==> config.mk <==
export PLATFORM = sky130hd
export DESIGN_NAME = seg_mux_driver
export DESIGN_NICKNAME = d
export VERILOG_FILES = /design/src/rtl/seg_mux_driver.sv
export SDC_FILE = /design/constraint.sdc
export NUM_CORES = 1
export LEC_CHECK = 0
export BUFFER_PORTS_ARGS = -buffer_cell sky130_fd_sc_hd__buf_2
export CAP_MARGIN = 40
export CORE_MARGIN = 3
export CORE_UTILIZATION = 45
export CTS_CLUSTER_DIAMETER = 30
export DETAILED_ROUTE_END_ITERATION = 16
export PLACE_DENSITY_LB_ADDON = 0.2
export SLEW_MARGIN = 30
export SYNTH_ARGS = -nofsm -noshare
export SYNTH_HDL_FRONTEND = slang
export SYNTH_SLANG_ARGS = --single-unit
==> constraint.sdc <==
create_clock -name clk -period 2.1 [get_ports clk]
set_clock_uncertainty 0.1 [all_clocks]
set_input_delay 0.21 -clock clk [delete_from_list [all_inputs] [get_ports clk]]
set_output_delay 0.21 -clock clk [all_outputs]
set_load 0.1 [all_outputs]
==> src/rtl/seg_mux_driver.sv <==
// Multiplexed hex driver for NUM_DIGITS common-anode 7-seg digits, guard-banded scan, frame-atomic double buffer.
// Latency: outputs registered one cycle behind scan state; load becomes visible at the next wrap plus one cycle.
// Backpressure: none; load is a fire-and-forget strobe, last load per frame wins. Option: SEG_LEADING_ZERO_BLANK_EN.
module seg_mux_driver #(
  parameter int NUM_DIGITS     = 2,
  parameter int REFRESH_DIV    = 24000,
  parameter int GUARD_CYCLES   = 48,
  parameter int SEG_ACTIVE_LOW = 1,
  parameter int AN_ACTIVE_LOW  = 1,
  localparam int IW            = (NUM_DIGITS > 1) ? $clog2(NUM_DIGITS) : 1
) (
  input  logic                    clk,
  input  logic                    reset,
  input  logic                    load,
  input  logic [4*NUM_DIGITS-1:0] digits_in,
  input  logic [NUM_DIGITS-1:0]   blank_in,
  output logic [6:0]              seg,
  output logic [NUM_DIGITS-1:0]   anode,
  output logic [IW-1:0]           digit_idx,
  output logic                    frame_done
);

  localparam int CNT_MAX = (REFRESH_DIV > GUARD_CYCLES) ? REFRESH_DIV : GUARD_CYCLES;
  localparam int CW      = (CNT_MAX > 1) ? $clog2(CNT_MAX) : 1;

  localparam logic [6:0]            SEG_OFF = (SEG_ACTIVE_LOW != 0) ? 7'h7F : 7'h00;
  localparam logic [NUM_DIGITS-1:0] AN_OFF  = (AN_ACTIVE_LOW != 0) ? {NUM_DIGITS{1'b1}} : '0;

  typedef enum logic {SHOW, GUARD} state_t;

  state_t                  r_state;
  logic                    r_run;
  logic                    r_pend;
  logic                    r_wrap;
  logic [CW-1:0]           r_cnt;
  logic [IW-1:0]           r_idx;
  logic [4*NUM_DIGITS-1:0] r_sh_digits;
  logic [4*NUM_DIGITS-1:0] r_act_digits;
  logic [NUM_DIGITS-1:0]   r_sh_blank;
  logic [NUM_DIGITS-1:0]   r_act_blank;

  logic                    w_last;
  logic [IW-1:0]           w_next_idx;
  logic                    w_cnt_zero;
  logic                    w_advance;
  logic                    w_wrap;
  logic [3:0]              w_nib;
  logic                    w_blank;
  logic [NUM_DIGITS-1:0]   w_an_onehot;
  logic [6:0]              w_seg_lit;
  logic [NUM_DIGITS-1:0]   w_an_lit;
`ifdef SEG_LEADING_ZERO_BLANK_EN
  logic                    w_zero_above;
`endif

  // Active-high segment pattern, bit order {g,f,e,d,c,b,a}.
  function automatic logic [6:0] hex_glyph(input logic [3:0] n);
    case (n)
      4'h0: hex_glyph = 7'b0111111;
      4'h1: hex_glyph = 7'b0000110;
      4'h2: hex_glyph = 7'b1011011;
      4'h3: hex_glyph = 7'b1001111;
      4'h4: hex_glyph = 7'b1100110;
      4'h5: hex_glyph = 7'b1101101;
      4'h6: hex_glyph = 7'b1111101;
      4'h7: hex_glyph = 7'b0000111;
      4'h8: hex_glyph = 7'b1111111;
      4'h9: hex_glyph = 7'b1101111;
      4'hA: hex_glyph = 7'b1110111;
      4'hB: hex_glyph = 7'b1111100;
      4'hC: hex_glyph = 7'b0111001;
      4'hD: hex_glyph = 7'b1011110;
      4'hE: hex_glyph = 7'b1111001;
      default: hex_glyph = 7'b1110001;
    endcase
  endfunction

  assign w_last     = (r_idx == IW'(NUM_DIGITS - 1));
  assign w_next_idx = w_last ? '0 : r_idx + 1'b1;
  assign w_cnt_zero = (r_cnt == '0);
  assign w_advance  = r_run && w_cnt_zero && ((r_state == GUARD) || (GUARD_CYCLES == 0));
  assign w_wrap     = w_advance && w_last;

  always_comb begin
    w_nib       = 4'h0;
    w_blank     = 1'b0;
    w_an_onehot = '0;
    for (int k = 0; k < NUM_DIGITS; k++) begin
      if (r_idx == IW'(k)) begin
        w_nib          = r_act_digits[4*k +: 4];
        w_blank        = r_act_blank[k];
        w_an_onehot[k] = 1'b1;
      end
    end
`ifdef SEG_LEADING_ZERO_BLANK_EN
    // Walk down from the top digit; digit 0 is never suppressed.
    w_zero_above = 1'b1;
    for (int k = NUM_DIGITS - 1; k > 0; k--) begin
      w_zero_above = w_zero_above && (r_act_digits[4*k +: 4] == 4'h0);
      if ((r_idx == IW'(k)) && w_zero_above) w_blank = 1'b1;
    end
`endif
  end

  assign w_seg_lit = w_blank ? SEG_OFF : (hex_glyph(w_nib) ^ SEG_OFF);
  assign w_an_lit  = w_an_onehot ^ AN_OFF;

  always_ff @(posedge clk) begin
    if (reset) begin
      r_state      <= SHOW;
      r_run        <= 1'b0;
      r_pend       <= 1'b0;
      r_wrap       <= 1'b0;
      r_cnt        <= CW'(REFRESH_DIV - 1);
      r_idx        <= '0;
      r_sh_digits  <= '0;
      r_act_digits <= '0;
      r_sh_blank   <= '1;
      r_act_blank  <= '1;
      seg          <= SEG_OFF;
      anode        <= AN_OFF;
      digit_idx    <= '0;
      frame_done   <= 1'b0;
    end else begin
      // The first cycle out of reset only arms the scan, so digit 0 lights one edge later.
      r_run  <= 1'b1;
      r_wrap <= w_wrap;

      if (load) begin
        r_sh_digits <= digits_in;
        r_sh_blank  <= blank_in;
      end
      if (w_wrap) begin
        if (load) begin
          r_act_digits <= digits_in;
          r_act_blank  <= blank_in;
        end else if (r_pend) begin
          r_act_digits <= r_sh_digits;
          r_act_blank  <= r_sh_blank;
        end
        r_pend <= 1'b0;
      end else if (load) begin
        r_pend <= 1'b1;
      end

      if (r_run) begin
        if (!w_cnt_zero) begin
          r_cnt <= r_cnt - 1'b1;
        end else if ((r_state == SHOW) && (GUARD_CYCLES != 0)) begin
          r_state <= GUARD;
          r_cnt   <= CW'(GUARD_CYCLES - 1);
        end else begin
          r_state <= SHOW;
          r_cnt   <= CW'(REFRESH_DIV - 1);
          r_idx   <= w_next_idx;
        end
      end

      if (!r_run || (r_state == GUARD)) begin
        seg       <= SEG_OFF;
        anode     <= AN_OFF;
        digit_idx <= (r_state == GUARD) ? w_next_idx : r_idx;
      end else begin
        seg       <= w_seg_lit;
        anode     <= w_an_lit;
        digit_idx <= r_idx;
      end
      frame_done <= r_wrap;
    end
  end

endmodule

Word level (Yosys, flattened, before mapping) --
Memory sizes are Yosys's and may differ from the RTL's. Index checks and enable logic that the tools add are counted.
Cells by class: add/subtract/negate cells 2, muxes and demuxes 15, bitwise operators 2, reductions and logical operators 12
Operators with widths (number):
- two-way mux 15 bit | 2
- two-way mux 8 bit | 2
- zero test 15 bit | 1
- subtractor 15 x 1 -> 15 bit, second input constant | 1
- two-way mux 1 bit | 8
- NOT 7 bit | 1
- two-way mux 2 bit | 2
- two-way mux 4 bit | 1
- AND reduction 2 bit | 2
- OR reduction 2 bit | 2
- logical AND 1 bit | 3
- OR reduction 3 bit | 1
- NOT 2 bit | 1
- nonzero test 2 bit | 1
- adder 1 bit, second input constant | 1
- zero test 1 bit | 1
- logical OR 1 bit | 1
Word-level totals: bits in registers 51, memory bits (read-only) 112, word-level logic and storage cells 46, memories 1
Memories:
- (no name shown) | depth 16, bits a word 7, rd ports 1, clocked after memory_dff 0, write ports 0, line 58 | case (n)

Logic depth before layout (Yosys ltp) --
Gate-level depths: netlist of the first run.
word-level depth 5, mapped depth 7, mapped depth without buffers 6

Worst setup path after synthesis of the first run --
No wires, ideal clock.
kind register -> register, start point register r_cnt[0], end point register r_act_blank[0], arrival time 1.813 ns, data required time 1.879 ns, slack 0.066 ns, stages on the path, launching flop included 7, buffers on the path 0, clock period less this slack 2.034 ns, cell sequence dfxtp_1 -> inv_1 -> ha_1 -> nor4b_4 -> nand2_2 -> nor4_4 -> mux2_2
Between the ends: word-level cells in the longest chain between the ends 5
Ends and longest elaborated chain:
- start: declaration | line 35 | logic [CW-1:0] r_cnt;
- start signal: assignment | line 114 | r_cnt <= CW'(REFRESH_DIV - 1);
- start signal: assignment | line 148 | r_cnt <= r_cnt - 1'b1;
- start signal: assignment | line 151 | r_cnt <= CW'(GUARD_CYCLES - 1);
- zero test 15 bit | line 80 | assign w_cnt_zero = (r_cnt == '0);
- logical AND 1 bit (2 in a row) | line 81 | assign w_advance = r_run && w_cnt_zero && ((r_state == GUARD) || (GUARD_CYCLES == 0));
- logical AND 1 bit | line 82 | assign w_wrap = w_advance && w_last;
- AND reduction 2 bit (no source line)
- end signal: assignment | line 136 | r_act_blank <= blank_in;
- end signal: assignment | line 139 | r_act_blank <= r_sh_blank;
- end: declaration | line 40 | logic [NUM_DIGITS-1:0] r_act_blank;
No other way between the ends. A chain may end at the register's enable or synchronous reset.

Final worst setup path of the first run --
start point register r_cnt[11], end point register r_cnt[14]
Between the ends: word-level cells in the longest chain between the ends 2, elaborated cells between the ends (all ways) 3, classes of those cells add/sub (1); mux (1); reduce/logical (1)
Ends and longest elaborated chain:
- subtractor 15 x 1 -> 15 bit or zero test 15 bit (tied branches) | line 148, 80
- two-way mux 15 bit (*) | line 147 | if (!w_cnt_zero) begin
Every way passes the cells marked *; elsewhere a longest branch is shown, timed or not.

==> reports/results.txt, run 1 <==
Cells after Synth: 244
Min-Delay Endpoint: r_sh_blank[0]
Met2 Resource Use GR: 29.88%
First-pass GRT wire length: 8.749 mm
Synth Cell Area: 0.002374 sq mm
Number of hold violations in the final report: 0
Crit Path Max Fanout: 7
# diodes: 0
Reg2reg setup slack: 0.13 ns
Synth cell count leaders: dfxtp_1, nor2_1, nand2_1
TritonCTS buffer count: 5
Clock sink count: 51
Main synth FF type: dfxtp_1
Hold path start: blank_in[0]
GRT Overall Usage: 17.46%
Seq pwr share: 59.6%
Area share of the largest cell type after synthesis: 43.02%
Gpl congestion: 0.8898
Leak: 1.084 nW
Drt pass-1 iters: 5
Reg2reg path depth: 3
Xor/xnor share of the synthesized area: 2.583%
Share of cells above drive strength 1: 25.62%
CTS Hold Bufs: 0
Max IR drop VDD: 0.4216 mV
Critical R2R Launch: r_cnt[11]
Simple-Gate Fraction of Synth Area: 23.56%
Worst Tran Pin Value: 0.5365 ns
Routing usage on met1: 22.12%
CTS tree: yes
Endpoints failing setup: 0
Pwr Total: 1.670 mW
FFs w/ async S/R, synth: 0%
Most Crowded Layer GR: met2
Unique masters post-synth: 48
Most common cell in the synthesized netlist: dfxtp_1
Fin crit share: 93.75%
Sw Share: 24.50%
Largest net degree at the start of global routing: 26
Drt total wl: 4.898 mm
Clock-pin slew on the worst setup and hold paths: 0.10 ns
Initial Utilization: 48.33%
CTS H-tree depth: 2
Clock Power Share: 35.1%
Syn-to-layout area delta: 16.29%
Met3 Usage GRT: 3.440%
Site row count: 25
Synth Area in Compound Gates: 11.07%
Syn Nets: 265
Crit path launch type: register
Post-synth EDFFs: 0
Mean post-synth cell area: 9.728 sq um
Grt total ovfl: 0
Hold crit path type: input port to register
Die area: 0.006182 sq mm
Slew margin rel.: 63.86%
Main combinational cell family by area after synthesis: simple AND/OR/NAND/NOR gates
Peak Freq: 507.9 MHz
Avg Vias per Cell: 5.526
DPL Wire Length: 3.589 mm
Synth warnings: 0
Hold path depth: 3
Vias: 1923
Main area contributors after synthesis: dfxtp_1, mux2i_1, mux2_2
Die Span X: 78.63 microns
Final instance area: 0.002760 sq mm
Logic pwr share: 5.3%
Synth area leader: dfxtp_1
Req. time, crit path: 2.23 ns
Number of port buffers: 23
Seq cells post-synth: 51
Cell-internal power: 1.261 mW
Crit. End Element: register
Worst path arrival time: 2.10 ns
Clock root buffer: clkbuf_8
WS Path Type: register to register
Reg2reg end: r_cnt[14]
Register area share after synthesis: 43.02%
I/O pin count: 24
Mux share of post-synthesis cell area: 12.92%
Initial antenna violation count: 0
Dpl cell area: 0.002654 sq mm
Max Cap Viol: 0
Die H: 78.63 microns
Status: finished clean
Unrepaired setup endpoints after global routing: no
Minimum clock period after layout: 1.969 ns
Adder-Cell Fraction of Synth Area: 4.217%
DRC: 0
Worst skew pair latency: 0.30 ns
NumNets Final: 301
Final max-slew violation count: 0
Core Box Area: 0.004911 sq mm
Setup TNS: 0 ns
Pwr Density: 605.0 mW/mm^2
CTS max path bufs: 2
Final antenna-violating net count: 0
1st-iter DRT viols: 125
Vias in the first global route: 1861
Drt wl/cell: 14.07 microns
Switching power: 0.4092 mW
-- metal layers --
layer	up-vias	wire, microns
met5	-	0
met4	0	34
met3	2	202
met2	46	2418
met1	917	2242
li1	958	-
-- power by group through the flow --
| stage | logic, mW | registers [mW] | clock network (mW) |
|---|---|---|---|
| 2_1_floorplan | 0.0531 | 1.02 | 0 |
| 3_3_place_gp | 0.0889 | 1.02 | 0 |
| 3_5_place_dp | 0.0889 | 1.02 | 0 |
| 4_1_cts | 0.0892 | 0.995 | 0.600 |
| 5_1_grt | 0.102 | 0.998 | 0.644 |
| 6_report | 0.0882 | 0.995 | 0.586 |
-- how the worst max path moves through the flow --
stage	start	endpoint	slack [ns]	cells after the start
finish	r_cnt[11]	r_cnt[14]	0.13	3
global route	r_cnt[0]	r_cnt[12]	0.05	6
CTS	r_cnt[0]	r_act_blank[0]	0.02	7
detailed placement	r_cnt[0]	r_act_blank[0]	0.04	7
global placement	r_cnt[0]	r_act_digits[0]	0.09	7
floorplan	r_cnt[0]	r_act_blank[0]	0.07	6
-- through the flow --
stage          util [%]  instances  hold WS [ns]  setup WS [ns]
3_3_place_gp      54.04        339        0.3467        0.09448
6_report          56.20        348       0.03765         0.1313
4_1_cts           55.92        347       0.03812        0.02476
2_1_floorplan         -        244        0.2525        0.06615
5_1_grt           56.20        348       0.05828        0.05329
3_5_place_dp      54.04        339        0.3439        0.03886
-- layout by cell type (no fill, tap or decap), types with 3 or more instances in the layout --
cell | synthesis | final
dfxtp_1 | 51 | 51
buf_2 | 2 | 23
nor2_1 | 20 | 20
nand2_1 | 18 | 18
mux2i_1 | 16 | 16
buf_4 | 0 | 14
mux2_2 | 13 | 13
a21oi_1 | 9 | 9
o21ai_0 | 9 | 9
nor2b_1 | 9 | 9
ha_1 | 8 | 8
nor3_1 | 7 | 7
nand3_1 | 7 | 7
or3_1 | 7 | 7
inv_1 | 6 | 6
nand4_1 | 5 | 5
clkbuf_8 | 0 | 5
xor2_1 | 4 | 4
o221ai_1 | 4 | 4
nor4_4 | 3 | 3
or4_1 | 3 | 3
xnor2_1 | 3 | 3
or2_2 | 3 | 3
-- layout make-up --
| cell class | count | area [sq um] |
|---|---|---|
| fillers | 453 | 2151 |
| clock inverters | 3 | 23.77 |
| multi-input cells | 177 | 1296 |
| flip-flops and latches | 51 | 1021 |
| repair buffers | 38 | 240.2 |
| inverters | 7 | 26.28 |
| well taps | 67 | 83.83 |
| clock buffers | 5 | 68.82 |
-- state kept, by name, summed over array words and instances (netlist names), 2 cells and up --
name / flops
r_cnt: 15
r_act_digits: 8
r_sh_digits: 8
seg: 7
anode: 2
r_act_blank: 2
r_sh_blank: 2
-- repair_timing --
item	CTS	global route
resized for setup	0	2
setup buffers	0	1
endpoints found under the setup margin	0	17
-- cells by family (layout without fill, tap and decap cells) --
| family | Yosys count | after routing |
|---|---|---|
| multiplexers | 29 | 29 |
| adder cells (fa/ha/maj) | 8 | 8 |
| AND/OR/NAND/NOR | 94 | 94 |
| XOR/XNOR | 7 | 7 |
| AO/OA/AOI/OAI | 39 | 39 |
| flip-flops | 51 | 51 |
| buffers and inverters | 16 | 53 |
-- worst max-delay path, cell delays in order, from the launching register on --
cell and delay (ns):
dfxtp_1 0.39, or4_1 0.70, or4_1 0.52, o2111ai_1 0.18
No activity file was read; power rests on OpenSTA's default activity.
==> run 2: changes to the inputs <==
==> constraint.sdc (replaced) <==
create_clock -name clk -period 2.1 [get_ports clk]
set_clock_uncertainty 0.1 [all_clocks]
set_input_delay 0.42 -clock clk [delete_from_list [all_inputs] [get_ports clk]]
set_output_delay 0.42 -clock clk [all_outputs]
set_load 0.1 [all_outputs]
==> run 2 against run 1 <==
  * Worst hold slack better by 0.20 ns
  * Setup slack worse by 0.014 ns
  * First-iteration DRC count down 22%
  * Cell count down 0.57%
  * Maximum frequency down 0.69%
  * Critical path type unchanged
  * Critical endpoint unchanged
  * Largest cell class unchanged
==> reports/results.txt, run 2 (synthesis gave the netlist of run 1 again) <==
# diodes: 0 (unchanged)
Number of hold violations in the final report: 0 (unchanged)
CTS max path bufs: 2 (unchanged)
Syn-to-layout area delta: 15.76%
Number of port buffers: 23 (unchanged)
Die H: 78.63 microns (unchanged)
Peak Freq: 504.4 MHz (-0.69%)
Worst skew pair latency: 0.31 ns (about the same)
DRC: 0 (unchanged)
Die Span X: 78.63 microns (unchanged)
Worst path arrival time: 2.12 ns (+0.02 ns)
Req. time, crit path: 2.24 ns (about the same)
Max IR drop VDD: 0.4562 mV (+8.2%)
Core Box Area: 0.004911 sq mm (unchanged)
CTS tree: yes
Clock Power Share: 35.5% (+0.4 points)
Pwr Density: 610.8 mW/mm^2 (+0.95%)
Vias in the first global route: 1919 (+3.1%)
Worst Tran Pin Value: 0.4867 ns (-0.04975 ns)
Drt wl/cell: 13.68 microns (-2.8%)
Commonest non-fill, non-tap cell in the layout: dfxtp_1
I/O pin count: 24 (unchanged)
TritonCTS buffer count: 5 (unchanged)
WL met3: 166 microns (-18%)
WS Path Type: register to register
Hold crit path type: input port to register
Routed met2 length: 2.363 mm (-2.3%)
Vias: 1861 (-3.2%)
Max Cap Viol: 0 (unchanged)
Clock root buffer: clkbuf_8
Share of cells above drive strength 1: 25.45% (-0.17 points)
CTS Hold Bufs: 0 (unchanged)
Gpl congestion: 0.8715 (-2.1%)
Site row count: 25 (unchanged)
Layout Utilization: 55.95% (-0.25 points)
CTS H-tree depth: 2 (unchanged)
Endpoints failing setup: 0 (unchanged)
Fin Hold WS: 0.2423 ns (+0.2046 ns)
Leak: 1.074 nW (-0.93%)
Max reg flops: 15 (unchanged)
Final max-slew violation count: 0 (unchanged)
Largest Register: r_cnt
Drt pass-1 iters: 4 (-1)
DPL Wire Length: 3.411 mm (-5.0%)
Drt total wl: 4.733 mm (-3.4%)
Slew margin rel.: 67.77% (+3.9 points)
Initial antenna violation count: 0 (unchanged)
Seq pwr share: 59.3% (-0.3 points)
Wl on met1: 2.137 mm (-4.7%)
Unrepaired setup endpoints after global routing: no
Final antenna-violating net count: 0 (unchanged)
Crit path launch type: register
Clock-pin slew on the worst setup and hold paths: 0.10 ns (about the same)
Largest net degree at the start of global routing: 26 (unchanged)
Minimum clock period after layout: 1.982 ns (+0.01370 ns)
Die area: 0.006182 sq mm (unchanged)
Logic pwr share: 5.2% (about the same)
Initial Utilization: 48.33% (unchanged)
Cell-internal power: 1.267 mW (+0.48%)
Clock sink count: 51 (unchanged)
Grt total ovfl: 0 (unchanged)
Crit Path Max Fanout: 7 (unchanged)
NumNets Final: 299 (-0.66%)
First-pass GRT wire length: 8.590 mm (-1.8%)
Sw Share: 24.52% (about the same)
Most frequent cells in the layout: dfxtp_1, buf_2, nor2_1
Status: finished clean
Switching power: 0.4114 mW (+0.54%)
Top flop regs: r_cnt: 15 flops, r_act_digits: 8 flops, r_sh_digits: 8 flops
Fin crit share: 94.40% (+0.65 points)
1st-iter DRT viols: 97 (-22%)
Setup TNS: 0 ns (unchanged)
DR top layer: met4
Avg Vias per Cell: 5.379 (-2.7%)
Crit. End Element: register
GRT Overall Usage: 17.23% (-0.23 points)
Reg2reg setup slack: 0.12 ns (about the same)
run 2: layer usage:
layer  track usage, %  up-vias
li1                 -      948
met1            21.25      876
met2            28.86       32
met3            3.326        5
met4            7.867        0
met5                0        -
run 2: worst max-delay path, stage by stage (launching register included):
cell and delay (ns):
dfxtp_1 0.40, or4_1 0.71, or4_1 0.53, o2111ai_1 0.18
run 2: final cells by class:
| type | count | area [sq um] |
|---|---|---|
| clock buffers | 5 | 68.82 |
| flip-flops and latches | 51 | 1021 |
| repair buffers | 36 | 225.2 |
| well taps | 67 | 83.83 |
| multi-input cells | 177 | 1295 |
| inverters | 7 | 26.28 |
| clock inverters | 3 | 27.53 |
| fillers | 471 | 2163 |
run 2: what timing repair did:
item | in CTS | in global routing
endpoints found under the hold margin | 0 | 0
setup endpoints to repair | 0 | 16
gates resized for setup | 0 | 2
setup buffers | 0 | 1
run 2: power groups by stage:
| stage | Sequential [mW] | Clock [mW] | Combinational, mW |
|---|---|---|---|
| final | 0.994 | 0.596 | 0.0880 |
| after global routing | 0.998 | 0.667 | 0.101 |
| after CTS | 0.995 | 0.626 | 0.0896 |
| after detailed placement | 1.02 | 0 | 0.0893 |
| after global placement | 1.02 | 0 | 0.0887 |
| after floorplan | 1.02 | 0 | 0.0531 |
run 2: final timing paths:
check | startpoint | to | cells past startpoint
setup / recovery | r_cnt[11] | r_cnt[14] | 3
hold reg to reg | r_wrap | frame_done | 1
hold / removal | blank_in[0] | r_sh_blank[0] | 3
setup reg to reg | r_cnt[11] | r_cnt[14] | 3
run 2: per-stage QoR:
stage | setup WS [ns] | area, sq um | std cells | power (mW)
2_1_floorplan | 0.06615 | 2374 | 244 | 1.075
3_3_place_gp | 0.09899 | 2639 | 337 | 1.105
3_5_place_dp | 0.06770 | 2639 | 337 | 1.106
4_1_cts | 0.05955 | 2735 | 345 | 1.710
5_1_grt | 0.004945 | 2748 | 346 | 1.765
6_report | 0.1176 | 2748 | 346 | 1.678
==> run 3: changes to the inputs <==
Clock period 2.1 ns to 1.7 ns, I/O delays scaled along.
==> run 3 against run 2 <==
  * The flow now finishes with violations (negative setup slack)
  * Largest cell class unchanged
  * Count of clock-buffer cells in the layout grew 1
  * Highest routed layer unchanged
  * Sequential share of layout area decreased by 7.2 points
  * Flip-flop and latch count stayed put
  * Core utilization increased by 15 points
  * Die area unchanged
  * Via count is 16% higher
  * Cell count rose by 15%
  * Routed wire length rose by 40%
  * Setup slack worse by 0.36 ns
==> reports/results.txt, run 3 (synthesis gave the netlist of run 1 again) <==
Initial antenna violation count: 0 (unchanged)
Crit Path Max Fanout: 4 (-3)
Final antenna-violating net count: 0 (unchanged)
Worst path arrival time: 2.07 ns (-0.05 ns)
Endpoints failing setup: 22 (+22)
Clock sink count: 51 (unchanged)
Clock-pin slew on the worst setup and hold paths: 0.10 ns (about the same)
Number of port buffers: 23 (unchanged)
Clock root buffer: clkbuf_8
Failing checks: negative setup slack
Post-Place Cells: 377 (+12%)
Die area: 0.006182 sq mm (unchanged)
Commonest non-fill, non-tap cell in the layout: buf_4
Worst skew pair latency: 0.32 ns (about the same)
Vias: 2157 (+16%)
Die Span X: 78.63 microns (unchanged)
Largest net degree at the start of global routing: 27 (+3.8%)
Gpl congestion: 0.8913 (+2.3%)
Status: finished, violations left
Met2 Resource Use GR: 36.25% (+7.4 points)
Drt wl/cell: 16.60 microns (+21%)
DRC: 0 (unchanged)
Worst Tran Pin Value: 0.4966 ns (+0.009853 ns)
Req. time, crit path: 1.82 ns (-0.42 ns)
Unrepaired setup endpoints after global routing: yes
CTS tree: yes
NumNets Final: 351 (+17%)
Final max-slew violation count: 0 (unchanged)
CTS max path bufs: 2 (unchanged)
Drt pass-1 iters: 4 (unchanged)
Max IR drop VDD: 0.5027 mV (+10%)
Pwr Density: 661.7 mW/mm^2 (+8.3%)
GRT Overall Usage: 20.48% (+3.2 points)
1st-iter DRT viols: 137 (+41%)
Grt total ovfl: 0 (unchanged)
Non-filler cells, final: 398 (+15%)
Most frequent cells in the layout: buf_4, dfxtp_1, buf_2
Met3 Usage GRT: 3.555% (+0.23 points)
Crit path launch type: register
Fin crit share: 114.3% (+20 points)
Max Cap Viol: 0 (unchanged)
Max reg flops: 15 (unchanged)
Routing usage on met1: 24.19% (+2.9 points)
Share of cells above drive strength 1: 49.24% (+24 points)
Minimum clock period after layout: 1.943 ns (-0.03956 ns)
Hold crit path type: input port to register
Peak Freq: 514.7 MHz (+2.0%)
Syn-to-layout area delta: 45.91%
Top flop regs: r_cnt: 15 flops, r_act_digits: 8 flops, r_sh_digits: 8 flops
Leak: 1.379 nW (+28%)
Worst setup margin: -0.2429 ns (-0.3604 ns)
Die H: 78.63 microns (unchanged)
First-pass GRT wire length: 9.936 mm (+16%)
Slew margin rel.: 67.12% (-0.65 points)
Drt total wl: 6.607 mm (+40%)
DPL Wire Length: 3.922 mm (+15%)
Pwr Total: 2.292 mW (+37%)
Number of hold violations in the final report: 0 (unchanged)
CTS H-tree depth: 2 (unchanged)
Layout Utilization: 70.52% (+15 points)
WS Path Type: register to register
I/O pin count: 24 (unchanged)
Largest Register: r_cnt
Most Crowded Layer GR: met2
Initial Utilization: 48.33% (unchanged)
Site row count: 25 (unchanged)
# diodes: 0 (unchanged)
TritonCTS buffer count: 5 (unchanged)
Fin Hold WS: 0.1610 ns (-0.08128 ns)
Vias in the first global route: 2117 (+10%)
Avg Vias per Cell: 5.420 (+0.76%)
Core Box Area: 0.004911 sq mm (unchanged)
Crit. End Element: register
## run 3: cell count changes in the layout (fill, tap and decap cells not counted), moves of 4 or more
cell,change
inv_1,-4
buf_6,+8
dfxtp_2,+6
buf_4,+44
mux2_4,+9
nor3_2,+4
dfxtp_1,-8
mux2_2,-9
nor3_1,-6
## run 3: final timing paths
path | slack, ns | endpoint | depth (start not counted) | startpoint
setup / recovery | -0.24 | r_cnt[8] | 6 | r_cnt[0]
hold / removal | 0.16 | r_sh_blank[1] | 3 | blank_in[1]
setup reg to reg | -0.24 | r_cnt[8] | 6 | r_cnt[0]
hold reg to reg | 0.38 | r_sh_blank[1] | 2 | r_sh_blank[1]
## run 3: metal layers
metal / up-vias / share of wire (%) / wire length [microns]
met1: 1025 / 41 / 2738
met3: 20 / 4.8 / 319
met5: - / 0 / 0
met2: 60 / 51 / 3370
met4: 0 / 2.7 / 179
li1: 1052 / - / -
## run 3: repair_timing
item | in CTS | in global routing
hold buffers | 0 | 0
gates resized for setup | 30 | 39
pin swaps | 14 | 17
endpoints found under the hold margin | 0 | 0
setup buffers | 7 | 6
setup endpoints to repair | 34 | 33
## run 3: critical path, stage by stage (launching register included)
cell      delay [ns]
dfxtp_2         0.35
inv_4           0.07
ha_4            0.13
or4b_4          0.53
nor4_4          0.37
nand3_1         0.19
o311ai_2        0.11
## run 3: final cells by class
type / count / area (sq um)
Clock buffer: 6 / 82.58
Inverter: 7 / 31.28
Tap cell: 67 / 83.83
Fill cell: 373 / 1448
Sequential cell: 51 / 1036
Multi-Input combinational cell: 177 / 1545
Clock inverter: 2 / 38.79
Timing Repair Buffer: 88 / 645.6
## run 3: power breakdown
group / internal (mW) / switching [mW]
clock: 0.485 / 0.430
sequential: 1.21 / 0.0116
combinational: 0.0652 / 0.0862
## run 3: metrics by stage
stage / worst slack (ns) / instance area (sq um) / TNS [ns]
6_report: -0.2429 / 3463 / -2.815
3_3_place_gp: -0.2036 / 2970 / -3.761
5_1_grt: -0.3340 / 3463 / -4.425
4_1_cts: -0.1690 / 3259 / -2.465
3_5_place_dp: -0.2507 / 2970 / -4.671
2_1_floorplan: -0.1790 / 2419 / -2.803
